==> config.mk <==
export PLATFORM = sky130hd
export DESIGN_NAME = micro_sequencer
export DESIGN_NICKNAME = d
export VERILOG_FILES = /design/src/rtl/micro_sequencer_pkg.sv /design/src/rtl/micro_stack.sv /design/src/rtl/micro_sequencer.sv
export SDC_FILE = /design/constraint.sdc
export NUM_CORES = 1
export LEC_CHECK = 0
export CAP_MARGIN = 20
export CORE_AREA = 2 2 75 77
export CTS_BUF_LIST = sky130_fd_sc_hd__clkbuf_16
export DETAILED_ROUTE_END_ITERATION = 10
export DIE_AREA = 0 0 77 79
export GPL_TIMING_DRIVEN = 0
export PLACE_DENSITY = 0.93
export SETUP_SLACK_MARGIN = 0.4
export SYNTH_ARGS = -nofsm -noshare
export SYNTH_HDL_FRONTEND = slang
export SYNTH_SLANG_ARGS = --single-unit
==> constraint.sdc <==
create_clock -name CLK -period 5.45 [get_ports CLK]
set_input_delay 1.635 -clock CLK [delete_from_list [all_inputs] [get_ports CLK]]
set_output_delay 1.635 -clock CLK [all_outputs]
set_load 0.03 [all_outputs]
==> src/rtl/micro_sequencer_pkg.sv <==
// Shared definitions for the micro sequencer: sequencing op codes,
// condition selects, FSM encoding and the condition evaluator.
package micro_sequencer_pkg;

    localparam int ADDR_W_DEF      = 10;
    localparam int STACK_DEPTH_DEF = 4;

    typedef enum logic [2:0] {
        OP_CONT     = 3'b000,
        OP_JUMP     = 3'b001,
        OP_CALL     = 3'b010,
        OP_RET      = 3'b011,
        OP_DISPATCH = 3'b100,
        OP_HALT     = 3'b101
    } op_e;

    localparam logic [3:0] COND_TRUE = 4'd0;
    localparam logic [3:0] COND_Z    = 4'd1;
    localparam logic [3:0] COND_NZ   = 4'd2;
    localparam logic [3:0] COND_N    = 4'd3;
    localparam logic [3:0] COND_NN   = 4'd4;
    localparam logic [3:0] COND_C    = 4'd5;
    localparam logic [3:0] COND_NC   = 4'd6;
    localparam logic [3:0] COND_V    = 4'd7;
    localparam logic [3:0] COND_NV   = 4'd8;

    typedef enum logic [1:0] {
        S_START = 2'd0,
        S_RUN   = 2'd1,
        S_HALT  = 2'd2
    } state_e;

    // Selects 9-15 are deliberately "never taken".
    function automatic logic cond_eval(input logic [3:0] sel,
                                       input logic z, input logic n,
                                       input logic c, input logic v);
        logic res;
        case (sel)
            COND_TRUE: res = 1'b1;
            COND_Z:    res = z;
            COND_NZ:   res = !z;
            COND_N:    res = n;
            COND_NN:   res = !n;
            COND_C:    res = c;
            COND_NC:   res = !c;
            COND_V:    res = v;
            COND_NV:   res = !v;
            default:   res = 1'b0;
        endcase
        return res;
    endfunction

endpackage

==> src/rtl/micro_stack.sv <==
// LIFO return-address stack for microsubroutines; only the occupancy
// count is reset, entry contents are don't-care until pushed.
module micro_stack #(
    parameter int DEPTH = 4,
    parameter int WIDTH = 10
) (
    input  logic             clk,
    input  logic             rst_n,
    input  logic             push,
    input  logic             pop,
    input  logic [WIDTH-1:0] push_data,
    output logic [WIDTH-1:0] top,
    output logic             full,
    output logic             empty
);

    localparam int CNT_W = $clog2(DEPTH + 1);
    localparam int IDX_W = (DEPTH > 1) ? $clog2(DEPTH) : 1;

    logic [CNT_W-1:0] count;
    logic [WIDTH-1:0] mem [DEPTH];
    logic [IDX_W-1:0] wr_idx;
    logic [IDX_W-1:0] rd_idx;
    logic [CNT_W-1:0] count_m1;

    assign count_m1 = count - 1'b1;
    assign wr_idx   = IDX_W'(count);
    assign rd_idx   = IDX_W'(count_m1);
    assign full     = (count == CNT_W'(DEPTH));
    assign empty    = (count == '0);
    assign top      = mem[rd_idx];

    always_ff @(posedge clk) begin
        if (!rst_n)
            count <= '0;
        else if (push && !full)
            count <= count + 1'b1;
        else if (pop && !empty)
            count <= count_m1;
    end

    always_ff @(posedge clk) begin
        if (rst_n && push && !full)
            mem[wr_idx] <= push_data;
    end

endmodule

==> src/rtl/micro_sequencer.sv <==
// Next-microaddress generator: holds the MPC and sequences it from the
// MIR Type/DAdd fields, datapath flags and macro-opcode.
//   state   | meaning
//   START   | MIR not yet valid, step MPC by one
//   RUN     | normal sequencing by MIR op
//   HALT    | MPC and stack frozen until reset
module micro_sequencer
    import micro_sequencer_pkg::*;
#(
    parameter int ADDR_W      = ADDR_W_DEF,
    parameter int STACK_DEPTH = STACK_DEPTH_DEF
) (
    input  logic              CLK,
    input  logic              RST_N,
    input  logic [6:0]        Type_IN,
    input  logic [ADDR_W-1:0] DAdd_IN,
    input  logic [5:0]        Opcode_IN,
    input  logic              Z_IN,
    input  logic              N_IN,
    input  logic              C_IN,
    input  logic              V_IN,
    output logic [ADDR_W-1:0] MAddr_OUT,
    output logic              Halt_OUT,
    output logic              StackErr_OUT
);

    state_e            state;
    state_e            state_nxt;
    logic [ADDR_W-1:0] mpc;
    logic [ADDR_W-1:0] mpc_nxt;
    logic [ADDR_W-1:0] mpc_inc;
    logic [ADDR_W-1:0] stack_top;
    logic              stack_full;
    logic              stack_empty;
    logic              push;
    logic              pop;
    logic              halt_req;
    logic              err_set;
    logic              taken;
    logic              halt_q;
    logic              err_q;
    op_e               op;

    assign op      = op_e'(Type_IN[6:4]);
    assign taken   = cond_eval(Type_IN[3:0], Z_IN, N_IN, C_IN, V_IN);
    assign mpc_inc = mpc + 1'b1;

    always_ff @(posedge CLK) begin
        if (!RST_N)
            state <= S_START;
        else
            state <= state_nxt;
    end

    always_comb begin
        state_nxt = state;
        case (state)
            S_START: state_nxt = S_RUN;
            S_RUN:   state_nxt = halt_req ? S_HALT : S_RUN;
            S_HALT:  state_nxt = S_HALT;
            default: state_nxt = S_START;
        endcase
    end

    always_comb begin
        mpc_nxt  = mpc;
        push     = 1'b0;
        pop      = 1'b0;
        halt_req = 1'b0;
        err_set  = 1'b0;
        case (state)
            S_START: mpc_nxt = mpc_inc;
            S_RUN: begin
                case (op)
                    OP_JUMP: mpc_nxt = taken ? DAdd_IN : mpc_inc;
                    OP_CALL: begin
                        if (!taken) begin
                            mpc_nxt = mpc_inc;
                        end else if (stack_full) begin
                            halt_req = 1'b1;
                            err_set  = 1'b1;
                        end else begin
                            push    = 1'b1;
                            mpc_nxt = DAdd_IN;
                        end
                    end
                    OP_RET: begin
                        if (stack_empty) begin
                            halt_req = 1'b1;
                            err_set  = 1'b1;
                        end else begin
                            pop     = 1'b1;
                            mpc_nxt = stack_top;
                        end
                    end
                    OP_DISPATCH: mpc_nxt = ADDR_W'({Opcode_IN, DAdd_IN[3:0]});
                    OP_HALT:     halt_req = 1'b1;
                    default:     mpc_nxt = mpc_inc;
                endcase
            end
            default: mpc_nxt = mpc;
        endcase
    end

    always_ff @(posedge CLK) begin
        if (!RST_N) begin
            mpc    <= '0;
            halt_q <= 1'b0;
            err_q  <= 1'b0;
        end else begin
            mpc    <= mpc_nxt;
            halt_q <= (state_nxt == S_HALT);
            err_q  <= err_q | err_set;
        end
    end

    micro_stack #(
        .DEPTH (STACK_DEPTH),
        .WIDTH (ADDR_W)
    ) u_stack (
        .clk       (CLK),
        .rst_n     (RST_N),
        .push      (push),
        .pop       (pop),
        .push_data (mpc_inc),
        .top       (stack_top),
        .full      (stack_full),
        .empty     (stack_empty)
    );

    assign MAddr_OUT    = mpc;
    assign Halt_OUT     = halt_q;
    assign StackErr_OUT = err_q;

endmodule

==> impl_metrics.csv <==
group,metric,value,unit
critical_path,cp-end-kind,"register",
route,drt_iter0_drc,411,
status,status,"finished clean",
placement,port_buffers,38,
cts,clock_latency,0.33,ns
flow_run,cap_viol_max_count,0,
logic_synthesis,synth_ff_type,"edfxtp_1",
critical_path,cp.required,5.41,ns
logic_synthesis,yosys.area.top_type,"edfxtp_1",
timing,skew,0.0105,ns
power_and_ir_drop,irDropWorstVdd,0.319,mV
timing,rsz0062_at_grt,"false",
timing,tightest_slew,0.791,ns
die,start_util,56.0,%
critical_path,slowest_stage,"clkdlybuf4s50_1",
cts,htreeDepth,3,
route,wl_per_cell,21.0,um
logic_synthesis,ys_warn_count,0,
grt,grt_pass1_wl,12100,um
logic_synthesis,async_flop_share,0,%
route,first_pass_iters,6,
cts,postCtsHoldBufs,0,
critical_path,path_class,"input port to register",
logic_synthesis,syn_area,2990,um^2
die,coreArea,5340,um^2
logic_synthesis,yosys-top-cells-area,"edfxtp_1, dfxtp_1, mux4_2",
critical_path,r2r_start,"u_stack.count[0]",
placement,place_congestion,0.869,
hold_path,min_from,"StackErr_OUT",
layout,area_growth,26.1,%
timing,finalSetupViolations,0,
critical_path,crit_buf_inv,1,
hold_path,hold_path.class,"register to register",
critical_path,r2r_cells,10,
logic_synthesis,synth_edf_count,40,
logic_synthesis,synth_top_area_share,40.2,%
route,vias,2425,
layout,antenna_cells,0,
grt,grt_overflow_total,0,
logic_synthesis,avgSynthCellArea,12.1,um^2
die,dieArea,6080,um^2
cts,root_buffer,"clkbuf_16",
die,dieHeight,79,um
route,drc,0,
cts,cts.clk_slew.worst_paths,0.06,ns
grt,grt_max_degree,11,
die,num_io_pins,41,
cts,cts_resized,0,
cts,cts.sinks,57,
critical_path,crit_chain,"clkdlybuf4s50_1 > or3b_1 > nor2_1 > nand3b_1 > o21ai_1 > and3_1",
power_and_ir_drop,leakage,1.29,nW
grt,gr-usage-all-layers,27.0,%
die,row_count,27,
logic_synthesis,synthCells,247,
critical_path,path_max_fanout,10,
layout,drive_gt1_share,14.0,%
cts,cts_tree,"built",
route,viasPerCell,6.50,
route,drt-total-wl,7820,um
route,drt.antenna.violating_nets,0,
critical_path,cp_slowest_stage_delay,0.60,ns
timing,finalHoldViolCount,0,
grt,first_global_vias,2344,
critical_path,cp_top_family,"simple AND/OR/NAND/NOR gates",
layout,layout.nets,331,
logic_synthesis,synth.ff_latch_count,57,
logic_synthesis,synth_cell_type_count,59,
timing,fmax,246,MHz
die,die_x,77,um
hold_path,hold_depth,2,
logic_synthesis,syn_nets,282,
critical_path,worst_setup_path_start_kind,"input port",
power_and_ir_drop,power_density,325,nW/um^2
timing,max_slew_margin,47.1,%
critical_path,critical_path_depth,6,
timing,period_share,74.6,%
cts,clk_path_buf_depth,2,
logic_synthesis,ys_seq_area_share,51.6,%
cts,cts_buffers,9,
timing,fin_hold_ws,0.544,ns
timing,drv_slew,0,
placement,dp_hpwl,5220,um
timing,tns,0,ns
grt,antenna_found_initial,0,
timing,fin_crit,4.07,ns
critical_path,arrival,4.03,ns
critical_path,crit_start,"Type_IN[5]",
cts,post-cts-setup-buffers,0,
flip-flops by register name, indices dropped and copies added (netlist names):
signal / count
state: 2
Halt_OUT: 1
StackErr_OUT: 1
u_stack.mem: 40
u_stack.count: 3
MAddr_OUT: 10
power breakdown:
group / internal, mW / switching, mW / leakage [nW]
sequential: 0.477 / 0.0114 / 0.505
clock: 0.394 / 0.193 / 0.150
combinational: 0.0653 / 0.0829 / 0.632
layout by cell type (no fill, tap or decap), types with 3 or more instances in the layout:
cell / n
nand2_1: 12
a22oi_1: 5
nand3_1: 5
clkbuf_1: 6
a21oi_1: 9
clkbuf_16: 9
a32o_1: 5
inv_1: 12
edfxtp_1: 40
mux2i_1: 3
nand3b_1: 7
nor2_1: 9
and3_1: 7
dfxtp_1: 17
mux4_2: 10
nor2b_1: 4
xnor2_1: 7
a31oi_1: 5
clkdlybuf4s50_1: 38
nand2b_1: 4
a22o_1: 5
o21ai_0: 17
buf_6: 3
a222oi_1: 3
ha_1: 6
kinds of logic after synthesis:
family	after synthesis	share of synthesized area, %
AO/OA/AOI/OAI	73	18.3
XOR/XNOR	9	2.64
adder cells (fa/ha/maj)	6	2.51
buffers and inverters	25	4.10
flip-flops	57	51.6
multiplexers	13	8.54
AND/OR/NAND/NOR	64	12.4
tightest hold or removal path, stage by stage (launching register included):
cell	delay (ns)
dfxtp_1	0.36
a311oi_1	0.06
nor2_1	0.09
final cells by class:
cell class / instances / area, um^2
Clock inverter: 7 / 85.1
Timing Repair Buffer: 38 / 380
Inverter: 13 / 48.8
Fill cell: 378 / 1570
Buffer: 12 / 73.8
Sequential cell: 57 / 1540
Clock buffer: 9 / 225
Tap cell: 72 / 90.1
Multi-Input combinational cell: 165 / 1330
Yosys cell counts, types with 6 or more instances:
| master | number |
|---|---|
| xnor2_1 | 7 |
| clkbuf_1 | 6 |
| a21oi_1 | 9 |
| mux4_2 | 10 |
| and3_1 | 7 |
| nor2_1 | 9 |
| dfxtp_1 | 17 |
| edfxtp_1 | 40 |
| nand3b_1 | 7 |
| o21ai_0 | 17 |
| ha_1 | 6 |
| nand2_1 | 12 |
| inv_1 | 12 |
metal layers:
| layer | track usage [%] | share of wire (%) |
|---|---|---|
| met5 | 0 | 0 |
| met4 | 16.6 | 3.3 |
| met3 | 6.02 | 10 |
| met2 | 43.8 | 49 |
| met1 | 33.2 | 37 |
per-stage QoR:
step	area [um^2]	setup WS [ns]	utilization (%)	total power, mW	cells
final	3770	1.38	70.6	1.22	373
after floorplan	2990	2.01	-	0.580	247
after global routing	3770	1.28	70.6	1.25	373
after detailed placement	3460	1.11	64.8	0.639	357
after global placement	3460	1.19	64.8	0.635	357
after CTS	3770	1.44	70.6	1.22	373
final timing paths:
| kind | endpoint | slack [ns] |
|---|---|---|
| max | u_stack.mem[3][4] | 1.38 |
| min reg2reg | StackErr_OUT | 0.54 |
| min | StackErr_OUT | 0.54 |
| max reg2reg | MAddr_OUT[6] | 2.08 |
(Power assumes the default switching activity.)
